===== config.mk =====
export PLATFORM = sky130hd
export DESIGN_NAME = rv_plic_claim_ctrl
export DESIGN_NICKNAME = d
export VERILOG_FILES = /design/src/rtl/rv_plic_claim_pkg.sv /design/src/rtl/rv_plic_gateway.sv /design/src/rtl/rv_plic_claim_ctrl.sv
export SDC_FILE = /design/constraint.sdc
export NUM_CORES = 1
export LEC_CHECK = 0
export BUFFER_PORTS_ARGS = -buffer_cell sky130_fd_sc_hd__buf_2
export CAP_MARGIN = 25
export CORE_UTILIZATION = 44
export CTS_CLUSTER_DIAMETER = 100
export DETAILED_ROUTE_END_ITERATION = 10
export GPL_ROUTABILITY_DRIVEN = 0
export HOLD_SLACK_MARGIN = 0.06
export PLACE_DENSITY = 0.69
export SYNTH_ARGS = -nofsm -noshare
export SYNTH_HDL_FRONTEND = slang
export SYNTH_SLANG_ARGS = --single-unit
export TNS_END_PERCENT = 5

===== constraint.sdc =====
create_clock -name clk_i -period 2.7 [get_ports clk_i]
set_input_delay 0.135 -clock clk_i [delete_from_list [all_inputs] [get_ports clk_i]]
set_output_delay 0.135 -clock clk_i [all_outputs]
set_load 0.01 [all_outputs]

===== src/rtl/rv_plic_claim_pkg.sv =====
// Shared types and helpers for the PLIC gateway / claim-complete sequencer.
package rv_plic_claim_pkg;

  typedef enum logic [1:0] {
    GW_IDLE    = 2'd0,
    GW_PENDING = 2'd1,
    GW_ACTIVE  = 2'd2
  } gw_state_e;

  // ID 0 means "no interrupt"; IDs at or above the source count do not exist.
  function automatic logic id_valid(input int unsigned id, input int unsigned n_source);
    return (id != 0) && (id < n_source);
  endfunction

endpackage


===== src/rtl/rv_plic_gateway.sv =====
// Per-source gateway: turns a trigger into a sticky pending bit and tracks which
// target currently owns the interrupt until it is completed.
module rv_plic_gateway
  import rv_plic_claim_pkg::*;
#(
  parameter int TgtWidth = 1
) (
  input  logic                clk_i,
  input  logic                rst_ni,
  input  logic                trigger,
  input  logic                le,
  input  logic                claim_grant,
  input  logic [TgtWidth-1:0] claim_tgt,
  input  logic                complete_ok,
  output logic                ip,
  output logic                active,
  output logic [TgtWidth-1:0] owner
);

  gw_state_e           state_q, state_d;
  logic                defer_q, defer_d;
  logic [TgtWidth-1:0] owner_q, owner_d;

  // State, deferred-edge flag and owner registers.
  always_ff @(posedge clk_i or negedge rst_ni) begin
    if (!rst_ni) begin
      state_q <= GW_IDLE;
      defer_q <= 1'b0;
      owner_q <= '0;
    end else begin
      state_q <= state_d;
      defer_q <= defer_d;
      owner_q <= owner_d;
    end
  end

  // Next-state logic; an edge arriving while ACTIVE (even in the completion
  // cycle) is remembered once so the source re-pends after completion.
  always_comb begin
    state_d = state_q;
    defer_d = defer_q;
    owner_d = owner_q;
    unique case (state_q)
      GW_IDLE: begin
        if (trigger) state_d = GW_PENDING;
      end
      GW_PENDING: begin
        if (claim_grant) begin
          state_d = GW_ACTIVE;
          owner_d = claim_tgt;
        end
      end
      GW_ACTIVE: begin
        if (le && trigger) defer_d = 1'b1;
        if (complete_ok) begin
          state_d = (defer_q || (le && trigger)) ? GW_PENDING : GW_IDLE;
          defer_d = 1'b0;
        end
      end
      default: state_d = GW_IDLE;
    endcase
  end

  assign ip     = (state_q == GW_PENDING);
  assign active = (state_q == GW_ACTIVE);
  assign owner  = owner_q;

endmodule


===== src/rtl/rv_plic_claim_ctrl.sv =====
// Gateways for all sources plus the fixed-priority claim arbiter and the
// completion checker shared by all targets.
module rv_plic_claim_ctrl
  import rv_plic_claim_pkg::*;
#(
  parameter int N_SOURCE = 32,
  parameter int N_TARGET = 2,
  localparam int SrcWidth = $clog2(N_SOURCE + 1),
  localparam int TgtWidth = (N_TARGET > 1) ? $clog2(N_TARGET) : 1
) (
  input  logic                         clk_i,
  input  logic                         rst_ni,
  input  logic [N_SOURCE-1:0]          src_i,
  input  logic [N_SOURCE-1:0]          le_i,
  input  logic [N_TARGET-1:0]          claim_i,
  input  logic [N_TARGET*SrcWidth-1:0] claim_id_i,
  input  logic [N_TARGET-1:0]          complete_i,
  input  logic [N_TARGET*SrcWidth-1:0] complete_id_i,
  output logic [N_SOURCE-1:0]          ip_o,
  output logic [N_TARGET*SrcWidth-1:0] claim_id_o,
  output logic [N_TARGET-1:0]          claim_vld_o,
  output logic [N_TARGET-1:0]          cmpl_err_o
);

  logic [N_SOURCE-1:1]          src_q;
  logic [N_SOURCE-1:1]          ip_vec;
  logic [N_SOURCE-1:1]          act_vec;
  logic [N_SOURCE-1:1]          grant_vec;
  logic [N_SOURCE-1:1]          cmpl_vec;
  logic [TgtWidth-1:0]          owner     [N_SOURCE-1:1];
  logic [TgtWidth-1:0]          grant_tgt [N_SOURCE-1:1];
  logic [N_TARGET*SrcWidth-1:0] claim_id_d;
  logic [N_TARGET-1:0]          cmpl_err_d;

  // Source 0 is reserved and never produces a pending bit.
  logic unused_src0;
  assign unused_src0 = src_i[0] ^ le_i[0];

  for (genvar k = 1; k < N_SOURCE; k++) begin : g_gw
    logic trig;
    assign trig = le_i[k] ? (src_i[k] & ~src_q[k]) : src_i[k];

    rv_plic_gateway #(
      .TgtWidth (TgtWidth)
    ) u_gw (
      .clk_i       (clk_i),
      .rst_ni      (rst_ni),
      .trigger     (trig),
      .le          (le_i[k]),
      .claim_grant (grant_vec[k]),
      .claim_tgt   (grant_tgt[k]),
      .complete_ok (cmpl_vec[k]),
      .ip          (ip_vec[k]),
      .active      (act_vec[k]),
      .owner       (owner[k])
    );
  end

  assign ip_o = {ip_vec, 1'b0};

  // Claim arbitration (lowest target index wins per ID) and completion checking.
  always_comb begin
    logic [SrcWidth-1:0] cid;
    logic [SrcWidth-1:0] did;
    logic                blocked;
    logic                ok;
    cid        = '0;
    did        = '0;
    blocked    = 1'b0;
    ok         = 1'b0;
    claim_id_d = '0;
    cmpl_err_d = '0;
    grant_vec  = '0;
    cmpl_vec   = '0;
    for (int k = 1; k < N_SOURCE; k++) grant_tgt[k] = '0;

    for (int t = 0; t < N_TARGET; t++) begin
      cid     = claim_id_i[t*SrcWidth +: SrcWidth];
      blocked = 1'b0;
      for (int u = 0; u < t; u++) begin
        if (claim_i[u] && (claim_id_i[u*SrcWidth +: SrcWidth] == cid)) blocked = 1'b1;
      end
      if (claim_i[t] && !blocked && id_valid(32'(cid), N_SOURCE)) begin
        for (int k = 1; k < N_SOURCE; k++) begin
          if ((cid == SrcWidth'(k)) && ip_vec[k]) begin
            grant_vec[k]                       = 1'b1;
            grant_tgt[k]                       = TgtWidth'(t);
            claim_id_d[t*SrcWidth +: SrcWidth] = cid;
          end
        end
      end

      did = complete_id_i[t*SrcWidth +: SrcWidth];
      ok  = 1'b0;
      if (complete_i[t] && id_valid(32'(did), N_SOURCE)) begin
        for (int k = 1; k < N_SOURCE; k++) begin
          if ((did == SrcWidth'(k)) && act_vec[k] && (owner[k] == TgtWidth'(t))) begin
            cmpl_vec[k] = 1'b1;
            ok          = 1'b1;
          end
        end
      end
      cmpl_err_d[t] = complete_i[t] && !ok;
    end
  end

  // Registered responses and the edge-detect history.
  always_ff @(posedge clk_i or negedge rst_ni) begin
    if (!rst_ni) begin
      src_q       <= '0;
      claim_id_o  <= '0;
      claim_vld_o <= '0;
      cmpl_err_o  <= '0;
    end else begin
      src_q       <= src_i[N_SOURCE-1:1];
      claim_id_o  <= claim_id_d;
      claim_vld_o <= claim_i;
      cmpl_err_o  <= cmpl_err_d;
    end
  end

endmodule

==> flow_metrics.tcl, run 1 <==
set metrics [dict create \
    htree_levels 4 \
    row_count 55 \
    start_kind "flop" \
    cts_tree "yes" \
    tns_ns 0 \
    syn_area_um2 10300 \
    wl_mm 34.3 \
    async_flop_share 1.00 \
    dp_cells 1578 \
    grt_max_degree 73 \
    drive_gt1_frac 0.175 \
    rsz0062_at_grt "false" \
    final_util 0.533 \
    num-fill-cells 2138 \
    avgSynthCellArea_um2 8.83 \
    cts_buffer_depth 2 \
    end_kind "flop" \
    drt_first_pass_iters 6 \
    syn_inst 1171 \
    outcome "complete, no violations" \
    ant_nets 0 \
    nNetsFinal 1416 \
    cts_root_buffer "clkbuf_16" \
    portBuffers 138 \
    path_cells "or2b_1, nor4_1, a21oi_1, nand2_1, o2bb2ai_1" \
    max_slew_margin 0.356 \
    vias 10200 \
    start_util 0.453 \
    antenna_found_initial 1 \
    fmax_mhz 438 \
    core_area_um2 22800 \
    min_period_ns 2.29 \
    ys_ff_latch 171 \
    grt_pass1_vias 9508 \
    cp_slowest_cell "nor4_1" \
    synth_cell_type_count 93 \
    fin_crit_sh 0.847 \
    finalMaxSlewViolations 0 \
    die_h_um 155 \
    cap_violations 0 \
    hp-class "in2reg" \
    setup_viol 0 \
    skew_ns 0.0107 \
    critPathKind "reg2reg" \
    clkTransAtPathRegs_ns 0.06 \
    drc_errors 0 \
    synth-main-ff-cell "dfrtp_1" \
    stdcell_count 1649 \
    tightest_slew_ns 0.958 \
    numCtsBuffers 17 \
    syn_to_final_growth_pct 17.8 \
    die_w_um 155 \
    max_stage_delay_ns 0.82 \
    synth_edf_count 0 \
    arrival_ns 2.65 \
    pin_count 142 \
    worstPathMaxFanout 8 \
    overflow 0 \
    wl_per_cell_um 20.8 \
    dieArea_um2 24100 \
    grt_pass1_wl_mm 53.4 \
    cts_setup_buffers 0 \
    avgViaCountPerCell 6.19 \
    seq_area_frac_synth 0.414 \
    clk_latency_ns 0.44 \
    crit_required_ns 3.06 \
    drt_iter0_markers 1440 \
    r2r_slack_ns 0.41 \
    place_hpwl_mm 25.9 \
    power_density_nw_per_um2 640 \
    ir_worst_vdd_uv 417 \
    cellLeakagePower_nw 4.96 \
    grtUsageTotal 0.291 \
    cts.sinks 171 \
    hold_viol 0 \
    yosys_warnings 0 \
]
## Yosys cell counts (12+ instances only)
master     number  share of area
dfrtp_1       171           0.41
nand2_1       117          0.042
nor2_1        102          0.037
o21ai_0        56          0.027
inv_1          53          0.019
nand2b_1       51          0.031
nor3_1         44          0.021
a21oi_1        42          0.020
o31ai_1        42          0.030
nor2b_1        39          0.024
nand3_1        38          0.018
buf_4          34          0.025
o22ai_1        24          0.015
a31oi_1        20          0.012
buf_2          20         0.0097
o2bb2ai_1      20          0.017
a22oi_1        17          0.012
clkbuf_1       16         0.0058
nand4_1        15         0.0091
nor4_1         13         0.0079
o32ai_1        13          0.011
nand3b_1       12         0.0087
## per-stage QoR
step / hold WS [ns] / setup slack, ns / cell area, um2 / power, mW
2_1_floorplan: -0.161 / 0.775 / 10400 / 4.53
5_1_grt: 0.0855 / 0.333 / 12200 / 8.11
4_1_cts: 0.0611 / 0.487 / 12200 / 7.78
6_report: 0.0761 / 0.414 / 12200 / 7.79
3_3_place_gp: 0.225 / 0.521 / 11200 / 5.06
3_5_place_dp: 0.229 / 0.470 / 11200 / 5.10
## cells by family after synthesis
logic type,after synthesis,share of synthesized area
buf+inv,134,0.0701
flops,171,0.414
mux,11,0.0119
simple gates,515,0.269
other cells,1,0.000362
xor+xnor,5,0.00423
compound gates,334,0.231
## layout make-up
class	count	area (um2)	share of cell area
multi-input combinational	868	5350	0.439
sequential	171	4280	0.351
timing repair buffer	209	1340	0.110
clock buffer	24	482	0.0395
tap	313	392	0.0321
inverter	55	206	0.0169
clock inverter	7	138	0.0113
antenna	2	5.00	0.000411
## layer usage
metal  global-route usage  vias to the layer above  part of all wire
met1                0.404                     4795              0.42
met3               0.0836                      109              0.12
met2                0.422                      672              0.42
li1                     -                     4624                 -
met4                0.125                        0             0.037
met5                    0                        -                 0
## worst max-delay path, delay by kind of cell, from the launching register on
kind	cells	cell delay (ns)
and+or+nand+nor	3	1.30
AOI/OAI and AO/OA	2	0.44
DFF	1	0.47
## layout by cell type (no fill, tap or decap), drive strengths merged, types with 11 or more instances in the layout
cell type	synthesis	final
buf	59	171
o22ai	25	25
a21oi	43	43
dfrtp	171	171
nand2	117	117
nand4	15	15
inv	55	55
nor2	102	102
nand2b	51	51
nor3b	11	11
o211ai	12	12
nor3	44	44
dlygate4sd3	0	38
o2bb2ai	20	20
a22oi	17	17
a31oi	20	20
nand3b	12	12
o21ai	61	61
o32ai	14	14
clkbuf	20	24
o31ai	42	42
and3	11	11
nand3	38	38
nor2b	39	39
nor4	14	14
## what timing repair did
action | in CTS | in global routing
hold endpoints to repair | 109 | 0
resized for setup | 0 | 0
hold buffers | 38 | 0
## power by group
group / internal [mW] / switching [mW]
Clock: 1.62 / 1.02
Combinational: 0.728 / 1.22
Sequential: 2.90 / 0.307
## sequential cells by signal (all words and copies together) (netlist names)
| name | count |
|---|---|
| g_gw.u_gw.owner | 31 |
| claim_vld_o | 2 |
| g_gw.u_gw.defer_q | 31 |
| g_gw.u_gw.state_q | 62 |
| cmpl_err_o | 2 |
| src_q | 31 |
| claim_id_o | 12 |
## worst paths after layout
path	from	to	cells past startpoint
worst max register to register	g_gw[25].u_gw.state_q[1]	g_gw[25].u_gw.state_q[0]	5
worst max-delay path	g_gw[25].u_gw.state_q[1]	g_gw[25].u_gw.state_q[0]	5
worst min-delay path	le_i[18]	g_gw[18].u_gw.defer_q	5
worst min register to register	g_gw[8].u_gw.defer_q	g_gw[8].u_gw.defer_q	2
min in group asynchronous	rst_ni	claim_id_o[11]	2
max in group asynchronous	rst_ni	g_gw[22].u_gw.defer_q	3
No activity file was read; power rests on OpenSTA's default activity.
==> run 2: changes to the inputs <==
--- a/config.mk
+++ b/config.mk
@@ -5,6 +5,7 @@
 export SDC_FILE = /design/constraint.sdc
 export NUM_CORES = 1
 export LEC_CHECK = 0
+export ABC_AREA = 1
 export BUFFER_PORTS_ARGS = -buffer_cell sky130_fd_sc_hd__buf_2
 export CAP_MARGIN = 25
 export CORE_UTILIZATION = 44
@@ -12,7 +13,7 @@
 export DETAILED_ROUTE_END_ITERATION = 10
 export GPL_ROUTABILITY_DRIVEN = 0
 export HOLD_SLACK_MARGIN = 0.06
-export PLACE_DENSITY = 0.69
+export PLACE_DENSITY = 0.71
 export SYNTH_ARGS = -nofsm -noshare
 export SYNTH_HDL_FRONTEND = slang
 export SYNTH_SLANG_ARGS = --single-unit
==> constraint.sdc (replaced) <==
create_clock -name clk_i -period 2 [get_ports clk_i]
set_input_delay 0.1 -clock clk_i [delete_from_list [all_inputs] [get_ports clk_i]]
set_output_delay 0.1 -clock clk_i [all_outputs]
set_load 0.01 [all_outputs]
==> flow_metrics.tcl, run 2 <==
set metrics [dict create \
    holdWs_ns 0.0594 \
    largest_reg_flops 62 \
    holdPathEnd "g_gw[15].u_gw.defer_q" \
    grt_pass1_wl_mm 57.2 \
    hp-class "in2reg" \
    drt_first_pass_iters 8 \
    yosysTopAreaCell "dfrtp_1" \
    cts_setup_buffers 0 \
    holdPathStages 5 \
    synth_top_area_frac 0.402 \
    crit_required_ns 2.30 \
    final_cell_area_um2 12800 \
    dieArea_um2 24800 \
    tightest_slew_ns 0.548 \
    r2r-start "g_gw[25].u_gw.state_q[0]" \
    core_area_um2 23600 \
    place_area_um2 11800 \
    synthAdderAreaFrac 0 \
    final_util 0.542 \
    r2r_slack_ns 0.15 \
    seq_area_frac_synth 0.402 \
    num-fill-cells 2249 \
    finalMaxSlewViolations 0 \
    r2r_end "claim_id_o[8]" \
    htree_levels 4 \
    drc_errors 0 \
    synth_mux_area_frac 0 \
    clk_latency_ns 0.44 \
    portBuffers 138 \
    syn_area_um2 10700 \
    row_count 56 \
    regArea_um2 4280 \
    synth-xor-area-share 0.00164 \
    drt_iter0_markers 1570 \
    grt_max_degree 55 \
    syn_inst 1560 \
    die_w_um 158 \
    wl_per_cell_um 17.9 \
    ir_worst_vdd_uv 476 \
    synth_simple_gate_area_frac 0.374 \
    total_power_mw 11.1 \
    top_register "g_gw.u_gw.state_q" \
    worst_slack_ns 0.150 \
    ff2ff_path_depth 9 \
    hold_viol 0 \
    drive_gt1_frac 0.146 \
    start_kind "flop" \
    synth_area_leaders "dfrtp_1, nand2_1, nor2_1" \
    layout_commonest_cell "nand2_1" \
    async_flop_share 1.00 \
    end_kind "flop" \
    overflow 0 \
    arrival_ns 2.15 \
    place_hpwl_mm 28.9 \
    mostFrequentLayoutCells "nand2_1, nor2_1, inv_1, nand3_1, dfrtp_1" \
    synth_edf_count 0 \
    synth_top_family_by_area "simple AND/OR/NAND/NOR gates" \
    min_from "le_i[15]" \
    min_period_ns 1.85 \
    synth_common_cells "nand2_1, nor2_1, inv_1, nand3_1, dfrtp_1" \
    pin_count 142 \
    avgSynthCellArea_um2 6.83 \
    nNetsFinal 1849 \
    tns_ns 0 \
    multiInputGateArea_um2 5190 \
    avgViaCountPerCell 5.58 \
    setup_viol 0 \
    critPathKind "reg2reg" \
    yosysMostFrequentCell "nand2_1" \
    synth_compound_area_frac 0.110 \
    wl_mm 37.3 \
    numCtsBuffers 17 \
    outcome "complete, no violations" \
    cap_violations 0 \
    max_slew_margin 0.631 \
    grtUsageTotal 0.306 \
    cts.sinks 171 \
    cts_buffer_depth 2 \
    worstPathMaxFanout 5 \
    vias 11600 \
    place_ws_ns 0.240 \
    cts_root_buffer "clkbuf_16" \
    ant_nets 0 \
    grt_pass1_vias 10700 \
    cts_tree "yes" \
    die_h_um 158 \
    synth-main-ff-cell "dfrtp_1" \
    start_util 0.451 \
    fmax_mhz 541 \
    power_density_nw_per_um2 866 \
    skew_ns 0.00997 \
    yosys_warnings 0 \
    antenna_found_initial 2 \
    synth_cell_type_count 46 \
    clkTransAtPathRegs_ns 0.06 \
    fin_crit_sh 0.925 \
    syn_to_final_growth_pct 20.0 \
    cellLeakagePower_nw 6.74 \
    stdcell_count 2086 \
    ys_ff_latch 171 \
    rsz0062_at_grt "false" \
    dp_cells 2009 \
]
## run 2: cell count changes in the layout (fill, tap and decap cells not counted), moves of 26 or more
cell and delta:
inv_1 +152, o31ai_1 -26, nor2_1 +201, nand3_1 +142
nand2b_1 -51, nand2_1 +197, nor2b_1 -39
## run 2: worst max-delay path, cell delays in order (launching register included)
cell and delay (ns):
dfrtp_1 0.36, inv_1 0.12, nor2_1 0.13, buf_4 0.19, nand3_1 0.12, nand2_1 0.11
nor3_1 0.22, nand2_1 0.10, nor2_2 0.23, a21oi_1 0.13
## run 2: report_power, final
part	switching, mW	internal, mW	leakage (nW)	total (mW)
sequential	0.292	4.01	1.99	4.30
combinational	2.32	1.23	4.48	3.55
clock	1.40	1.83	0.275	3.22
total	4.01	7.07	6.74	11.1
## run 2: cells by family after synthesis
group	count (synthesis)
compound gates	197
xor+xnor	2
buf+inv	267
flops	171
other cells	1
simple gates	922
## run 2: worst max-delay path by stage
stage	from	cells past startpoint	end	slack, ns
final	g_gw[25].u_gw.state_q[0]	9	claim_id_o[8]	0.15
after global routing	claim_id_i[3]	13	g_gw[10].u_gw.state_q[0]	0.004
after CTS	claim_id_i[8]	11	g_gw[15].u_gw.state_q[0]	0.17
after detailed placement	complete_id_i[9]	12	g_gw[6].u_gw.state_q[0]	0.24
after global placement	complete_id_i[9]	12	g_gw[6].u_gw.state_q[0]	0.26
after floorplan	g_gw[23].u_gw.state_q[1]	7	g_gw[23].u_gw.state_q[0]	0.66
## run 2: metal layers
layer | vias up | share of wire | routed length [um] | global-route usage
met2 | 826 | 0.41 | 15400 | 0.449
met4 | 2 | 0.051 | 1910 | 0.154
met1 | 5221 | 0.40 | 14900 | 0.404
met5 | - | 0.00035 | 13 | 0
met3 | 163 | 0.13 | 5030 | 0.0966
li1 | 5433 | - | - | -
## run 2: final cells by class
type                    instances  area share
clock inverters                 7     0.00519
well taps                     319      0.0312
multi-input cells            1124       0.406
repair buffers                229       0.122
flip-flops and latches        171       0.335
diodes                          1    0.000196
inverters                     212      0.0624
clock buffers                  23      0.0382
## run 2: repair_timing
item                                    CTS  global route
endpoints found under the setup margin    0             7
hold endpoints to repair                222             0
hold buffers                             46             0
gates resized for setup                   0             3
